**config.mk**
```make
export PLATFORM = sky130hd
export DESIGN_NAME = reset_sequencer
export DESIGN_NICKNAME = d
export VERILOG_FILES = /design/src/rtl/reset_sequencer.sv
export SDC_FILE = /design/constraint.sdc
export NUM_CORES = 1
export LEC_CHECK = 0
export CAP_MARGIN = 10
export CORE_ASPECT_RATIO = 1.4
export CORE_MARGIN = 1
export CORE_UTILIZATION = 45
export CTS_CLUSTER_SIZE = 8
export DETAILED_ROUTE_END_ITERATION = 7
export PLACE_DENSITY = 0.78
export SKIP_CTS_REPAIR_TIMING = 1
export SYNTH_ARGS = -nofsm -noshare
export SYNTH_HDL_FRONTEND = slang
export SYNTH_SLANG_ARGS = --single-unit
```
**constraint.sdc**
```tcl
create_clock -name clock -period 3.4 [get_ports clock]
set_input_delay 0.68 -clock clock [delete_from_list [all_inputs] [get_ports clock]]
set_output_delay 0.68 -clock clock [all_outputs]
set_load 0.02 [all_outputs]
```
**src/rtl/reset_sequencer.sv**
```systemverilog
// reset_sequencer: orders reset release for the mixed-signal datapath
// (ADC clock generator -> DSP -> core) with programmable hold times,
// waits for ADC clock-ready with a timeout, then supervises ADC lock.
//
// state     | meaning
// ----------+-----------------------------------------------------------
// ADC_HOLD  | all resets asserted, counting the ADC hold time
// LOCK_WAIT | ADC released, waiting for adc_ready (optional timeout)
// DSP_HOLD  | ADC running, DSP and core still in reset, counting
// CORE_HOLD | DSP released, core still in reset, counting
// RUN       | all resets released, done asserted, lock supervised
// FAIL      | sticky failure, all resets asserted, fail_code valid
module reset_sequencer #(
  parameter int CNT_W = 16
) (
  input  logic             clock,
  input  logic             reset,
  input  logic             soft_reset_req,
  input  logic [CNT_W-1:0] cfg_adc_dly,
  input  logic [CNT_W-1:0] cfg_dsp_dly,
  input  logic [CNT_W-1:0] cfg_core_dly,
  input  logic [CNT_W-1:0] cfg_lock_timeout,
  input  logic             adc_ready,
  output logic             adc_reset_out,
  output logic             dsp_reset_out,
  output logic             core_reset_out,
  output logic             done,
  output logic             fail,
  output logic [1:0]       fail_code,
  output logic [2:0]       state_o
);

  typedef enum logic [2:0] {
    ADC_HOLD  = 3'd0,
    LOCK_WAIT = 3'd1,
    DSP_HOLD  = 3'd2,
    CORE_HOLD = 3'd3,
    RUN       = 3'd4,
    FAIL      = 3'd5
  } state_t;

  localparam logic [1:0] CODE_NONE    = 2'b00;
  localparam logic [1:0] CODE_TIMEOUT = 2'b01;
  localparam logic [1:0] CODE_LOST    = 2'b10;

  state_t           state, state_nxt;
  logic [CNT_W-1:0] cnt, cnt_nxt;
  // first_cycle marks the first cycle spent in a state; the counter is
  // (re)loaded from the config input in that cycle, so later config
  // changes are ignored until the next entry.
  logic             first_cycle, first_nxt;
  logic [1:0]       fail_code_nxt;
  logic [CNT_W-1:0] hold_cfg, hold_cnt, lock_cnt;

  // Select this stage's hold length; a zero delay still lasts one cycle.
  always_comb begin
    hold_cfg = cfg_adc_dly;
    case (state)
      DSP_HOLD:  hold_cfg = cfg_dsp_dly;
      CORE_HOLD: hold_cfg = cfg_core_dly;
      default:   hold_cfg = cfg_adc_dly;
    endcase
    if (hold_cfg == '0) hold_cfg = CNT_W'(1);
    hold_cnt = first_cycle ? hold_cfg : cnt;
    lock_cnt = first_cycle ? cfg_lock_timeout : cnt;
  end

  // Next-state logic: soft reset, then lock loss/timeout, then expiry/ready.
  always_comb begin
    state_nxt     = state;
    cnt_nxt       = cnt;
    first_nxt     = 1'b0;
    fail_code_nxt = fail_code;
    case (state)
      ADC_HOLD: begin
        if (hold_cnt == CNT_W'(1)) begin
          state_nxt = LOCK_WAIT;
          first_nxt = 1'b1;
        end else begin
          cnt_nxt = hold_cnt - CNT_W'(1);
        end
      end
      LOCK_WAIT: begin
        // A zero timeout leaves the count parked at 0: wait forever.
        if (adc_ready) begin
          state_nxt = DSP_HOLD;
          first_nxt = 1'b1;
        end else if (lock_cnt == CNT_W'(1)) begin
          state_nxt     = FAIL;
          fail_code_nxt = CODE_TIMEOUT;
        end else if (lock_cnt != '0) begin
          cnt_nxt = lock_cnt - CNT_W'(1);
        end else begin
          cnt_nxt = '0;
        end
      end
      DSP_HOLD, CORE_HOLD: begin
        if (!adc_ready) begin
          state_nxt     = FAIL;
          fail_code_nxt = CODE_LOST;
        end else if (hold_cnt == CNT_W'(1)) begin
          state_nxt = (state == DSP_HOLD) ? CORE_HOLD : RUN;
          first_nxt = 1'b1;
        end else begin
          cnt_nxt = hold_cnt - CNT_W'(1);
        end
      end
      RUN: begin
        if (!adc_ready) begin
          state_nxt     = FAIL;
          fail_code_nxt = CODE_LOST;
        end
      end
      FAIL: state_nxt = FAIL;
      default: begin
        state_nxt = ADC_HOLD;
        first_nxt = 1'b1;
      end
    endcase
    if (soft_reset_req) begin
      state_nxt     = ADC_HOLD;
      first_nxt     = 1'b1;
      cnt_nxt       = '0;
      fail_code_nxt = CODE_NONE;
    end
  end

  // State, counter and failure code registers with synchronous reset.
  always_ff @(posedge clock) begin
    if (reset) begin
      state       <= ADC_HOLD;
      cnt         <= '0;
      first_cycle <= 1'b1;
      fail_code   <= CODE_NONE;
    end else begin
      state       <= state_nxt;
      cnt         <= cnt_nxt;
      first_cycle <= first_nxt;
      fail_code   <= fail_code_nxt;
    end
  end

  // Moore output decode from the registered state.
  always_comb begin
    adc_reset_out  = 1'b1;
    dsp_reset_out  = 1'b1;
    core_reset_out = 1'b1;
    done           = 1'b0;
    fail           = 1'b0;
    case (state)
      LOCK_WAIT, DSP_HOLD: adc_reset_out = 1'b0;
      CORE_HOLD: begin
        adc_reset_out = 1'b0;
        dsp_reset_out = 1'b0;
      end
      RUN: begin
        adc_reset_out  = 1'b0;
        dsp_reset_out  = 1'b0;
        core_reset_out = 1'b0;
        done           = 1'b1;
      end
      FAIL: fail = 1'b1;
      default: ;
    endcase
  end

  assign state_o = state;

endmodule

```
---- After elaboration in Yosys (flattened, before gate mapping) ----
Cells that the tools add are included.
word-level totals
  bits in registers ....................... 22
  input bits .............................. 68
  output and inout bits ................... 10
cells by class
  equal/unequal tests ..................... 16
  $add $sub $neg .......................... 2
  reduce and logical (&&, ||, !) cells .... 14
  multiplexer cells ....................... 31
operator list
  kind                     number
  $mux W16                 8
  $pmux W16 S3             1
  $eq A16 B1 Y1 const B    2
  $pmux W16 S2             1
  $sub A16 B1 Y16 const B  2
  $mux W3                  7
  $logic_not A16 Y1        1
  $reduce_bool A16 Y1      1
  $pmux W3 S5              1
  $ne A2 B2 Y1 const B     7
  $reduce_and A4 Y1        3
  $mux W1                  8
  $reduce_or A2 Y1         4
  $eq A3 B2 Y1 const B     2
  $eq A3 B3 Y1 const B     2
  $mux W2                  3
  $ne A3 B3 Y1 const B     2
  $pmux W1 S4              1
  $pmux W2 S2              1
  $reduce_or A4 Y1         1
  $eq A3 B1 Y1 const B     1
  $logic_not A3 Y1         1
  $reduce_bool A3 Y1       1
  $reduce_or A3 Y1         1
  $reduce_bool A2 Y1       1

---- Logic depth before layout (Yosys ltp) ----
  depth in word-level cells ............... 9
  mapped depth ............................ 17
  gate-level depth less buffers ........... 14

---- Least setup slack after synthesis ----
OpenSTA, ideal clock, no wires.
  kind .................................... register to register
  start ................................... register state[0], in the netlist state_o[0]
  end ..................................... register cnt[1]
  required time ........................... 3.284 ns
  data arrival time ....................... 3.232 ns
  period minus slack after synthesis ...... 3.348 ns
  setup time .............................. 0.116 ns
  path slack .............................. 0.052 ns
  stages on the path, launching flop included .. 16
  cell sequence ........................... dfxtp_1 buf_6 buf_6 mux2_4 mux2_2 or3_1 nor4_2 a31oi_1 nor2_1 ha_1 nand3_1 and4b_1 buf_4 o31ai_4 buf_4 o211a_1
on the way
  longest elaborated chain between the ends .. 9
  elaborated cells on any way between the ends .. 19
ends and longest elaborated chain
  item                                              line     text
  from (decl)                                       46       state_t state, state_nxt;
  from (signal assigned)                            136      state <= state_nxt;
  $eq A3 B2 Y1                                      58, 74
  $pmux W16 S2                                      58       case (state)
  $logic_not A16 Y1                                 63       if (hold_cfg == '0) hold_cfg = CNT_W'(1);
  $mux W16                                          63
  $mux W16                                          64       hold_cnt = first_cycle ? hold_cfg : cnt;
  $sub A16 B1 Y16 or $eq A16 B1 Y1 (tied branches)  n/a
  $mux W16                                          76, 101
  $mux W16                                          98       if (!adc_ready) begin
  $pmux W16 S3                                      74       case (state)
  to (signal assigned)                              137      cnt <= cnt_nxt;
  to (decl)                                         47       logic [CNT_W-1:0] cnt, cnt_nxt;
Parallel ways exist; a longest one is shown, timed or not. The select of a mux whose other input is x is not followed.
A chain may end at the register's enable or synchronous reset.

---- Worst setup path in the final report ----
  start ................................... input cfg_core_dly[5]
  end ..................................... register cnt[14]
on the way
  longest elaborated chain between the ends .. 8
  elaborated cells on any way between the ends .. 9
ends and longest elaborated chain
  item                                              line     text
  from (decl)                                       21       input logic [CNT_W-1:0] cfg_core_dly,
  $pmux W16 S2 (*)                                  58
  $logic_not A16 Y1                                 63
  $mux W16 (*)                                      63
  $mux W16 (*)                                      64
  $sub A16 B1 Y16 or $eq A16 B1 Y1 (tied branches)  n/a
  $mux W16 (*)                                      76, 101
  $mux W16                                          98
  $pmux W16 S3 (*)                                  74
Mark *: on every way between the ends. The rest lies on a longest branch, timed or not. The select of a mux whose other input is x is not followed.

==> metrics.txt <==
Period Utilization, post-route 103%; antenna-violating nets left 0; classification of the worst setup path in -> reg; number of buffers inserted during clock tree synthesis 3; Fill cells roughly 450; Worst VDD drop between 0.1 and 0.15 mV; port buffer count 77; fmax between 200 and 300 MHz; cells along the critical path clkdlybuf4s50_1 -> mux2_2 -> mux2i_4 -> nand3_4 -> nor4_4 -> a31oi_1 -> nor2_1 -> ha_2 -> nand3_2 -> and4b_2 -> buf_6 -> o31a_1 -> buf_4 -> a311o_1 -> o22ai_2; Post-Syn Instances about 400; worst path buffer plus inverter count 3; synthesized netlist net count between 400 and 500; cell count after placement 581; worst path setup slack after routing -117 ps; Worst R2R Start state_o[0]; Hold Path Origin cnt[15]; Antenna Diode Count 0; hpwl dp between 7 and 8 mm; dominant register cell in the synthesized netlist sky130_fd_sc_hd__dfxtp_1; all-layer global routing usage about 28%; proportion of synthesized flip-flops having asynchronous set or reset 0%; cell family contributing the most delay on the critical path simple AND/OR/NAND/NOR gates; highest-delay cell along the critical path sky130_fd_sc_hd__clkdlybuf4s50_1; number of enable-type register cells in the synthesized netlist 0; remaining routing DRC violations 0; required arrival time at the worst endpoint roughly 3600 ps; routed wire length between 10 and 15 mm; clock tree root driver cell sky130_fd_sc_hd__clkbuf_8; Cell Rows 34; Die Area ~0.0067 mm^2; final setup violating endpoints 2; crit path launch cfg_core_dly[5]; average size of a mapped cell ~7.4 um^2; top post-synthesis cells by count 41 x sky130_fd_sc_hd__nor2_1, 38 x sky130_fd_sc_hd__nand2_1, 31 x sky130_fd_sc_hd__a21oi_1, 22 x sky130_fd_sc_hd__dfxtp_1, 18 x sky130_fd_sc_hd__mux2i_1; area taken by multi-input logic gates between 0.002 and 0.0025 mm^2; longest individual stage delay on the worst path 410 ps; number of standard cells in the layout, taps in and fillers out between 600 and 700; die span in x between 60 and 70 um; endpoint class of the critical path register; critical path startpoint category input port; most repeated cell in the gate-level netlist after synthesis sky130_fd_sc_hd__nor2_1; most area-hungry cell type in the Yosys netlist sky130_fd_sc_hd__dfxtp_1; sequential cell area fraction in the yosys report about 15%; total overflow reported by the global router 0; core utilization of the finished layout 73.7%; Skew-Pair Late Insertion Delay between 200 and 300 ps; critical path fanouts, max 5; vias in the first global route 3,442; top cells by area in the synthesized netlist sky130_fd_sc_hd__dfxtp_1 15%, sky130_fd_sc_hd__mux2i_1 6.2%, sky130_fd_sc_hd__a21oi_1 5.4%, sky130_fd_sc_hd__nor2_1 5.3%, sky130_fd_sc_hd__mux2_2 5.1%; fraction of synthesized cell area taken by the top area cell type between 10% and 20%; setup repair after global routing missed its margin true; Vias/cell approximately 6; CTS H-tree lvls 1; post-synthesis sequential element count 22; pin count of the biggest net entering global routing 25; Final Hold Violating Endpoints 0; P per Cell Area between 150 and 200 mW/mm^2; clock-pin transition on the worst setup and hold timing paths approximately 90 ps; final weighted congestion of routability-driven global placement slightly below 0.9; initial antenna violation count 0; outcome complete, but fails checks; Max Cap Violations 0; Yosys cell types between 60 and 70; class of the worst hold path reg -> reg; Longest Clk Path Bufs 2; total number of clock tree sinks 22; share of layout cells above drive strength 1 28.3%; iteration-0 DRC count of the detailed router 281; floorplan die height approximately 97 um; area of the core about 0.0062 mm^2; final number of max-transition violations 0; ports placed on the boundary between 70 and 80; time the worst path needs with I/O delays and setup 3520 ps; Relative slew margins between 30% and 40%; iteration count of the initial detailed-routing pass 7; synthesized area approximately 0.0029 mm^2; Initial Util between 40% and 50%; first-pass GRT wire length approximately 16 mm; worst clock skew on the final layout 2.17 ps; slew at the pin with the worst max-slew slack slightly below 1000 ps; critical path arrival 3690 ps; FF+latch area 447 um^2; via count roughly 3,700; clock tree from TritonCTS done; Area growth, synth to finish 58.7%; leakage power roughly 2.0 nW; final net count 607; violated checks setup timing; per-cell routed wire length around 19 um; number of warnings issued by yosys 0
==> per-stage QoR <==
| stage | setup slack, ps | instance area (um^2) | setup TNS (ps) | hold WS (ps) | power, mW |
|---|---|---|---|---|---|
| 4_1_cts | -314 | 4180 | -2140 | 524 | 0.866 |
| 2_1_floorplan | 52.1 | 2890 | 0 | 480 | 0.449 |
| 3_3_place_gp | -435 | 4110 | -5780 | 482 | 0.606 |
| 6_report | -117 | 4580 | -198 | 529 | 0.911 |
| 3_5_place_dp | -486 | 4110 | -6870 | 511 | 0.612 |
| 5_1_grt | -219 | 4580 | -1110 | 552 | 0.947 |
==> path summary, 6_finish.rpt <==
path / to / slack, ps / depth (start not counted)
worst max-delay path: cnt[14] / -120 / 15
worst min-delay path: cnt[15] / 530 / 2
worst max register to register: cnt[14] / -60 / 14
worst min register to register: cnt[15] / 530 / 2
==> sequential cells by signal, indices dropped and copies added (netlist names) <==
name         flops
cnt             16
state_o          3
fail_code        2
first_cycle      1
==> kinds of logic (layout without fill, tap and decap cells) <==
family                     count (synthesis)  count (layout)  synth area share [%]
AOI/OAI and AO/OA                        119             120                  28.4
xor gates and xnor gates                  22              22                  6.68
adders and majority gates                  4               4                  1.73
buffers and inverters                     34             175                  6.42
DFF                                       22              22                  15.3
muxes                                     38              38                  14.7
and+or+nand+nor                          153             153                  26.9
==> tightest hold or removal path, cell delays in order (launching register included) <==
cell and delay, ps:
sky130_fd_sc_hd__dfxtp_1 320, sky130_fd_sc_hd__o21ai_1 130, sky130_fd_sc_hd__a21oi_1 50
==> metal layers <==
| layer | up-vias | share of wire, % | global-route usage (%) |
|---|---|---|---|
| met1 | 1726 | 37 | 36.2 |
| met5 | - | 0 | 0 |
| met4 | 0 | 3.6 | 12.2 |
| met2 | 245 | 51 | 48.2 |
| li1 | 1732 | - | - |
| met3 | 43 | 7.9 | 2.71 |
==> placed cells by master, fill, tap and decap left out, drive strengths merged, types with 12 or more instances in the layout <==
cell	synthesis	layout
dfxtp	22	22
dlymetal6s2s	0	18
xor2	12	12
mux2	19	19
a21oi	32	32
o21ai	28	28
mux2i	19	19
nand2	38	38
buf	16	84
clkdlybuf4s50	0	55
nor2	41	41
==> power by group <==
part / switching, mW / total (mW) / internal [mW] / leakage (nW)
Clock: 0.101 / 0.258 / 0.158 / 0.0357
Combinational: 0.165 / 0.370 / 0.204 / 1.80
Sequential: 0.0162 / 0.283 / 0.267 / 0.181
==> cell type report <==
cell class	instances	area share [%]
Sequential cell	22	9.76
Tap cell	72	1.97
Timing Repair Buffer	161	31.9
Clock buffer	3	0.902
Clock inverter	1	0.656
Inverter	10	0.820
Multi-Input combinational cell	337	53.9
Power figures use the tool's default switching activity.
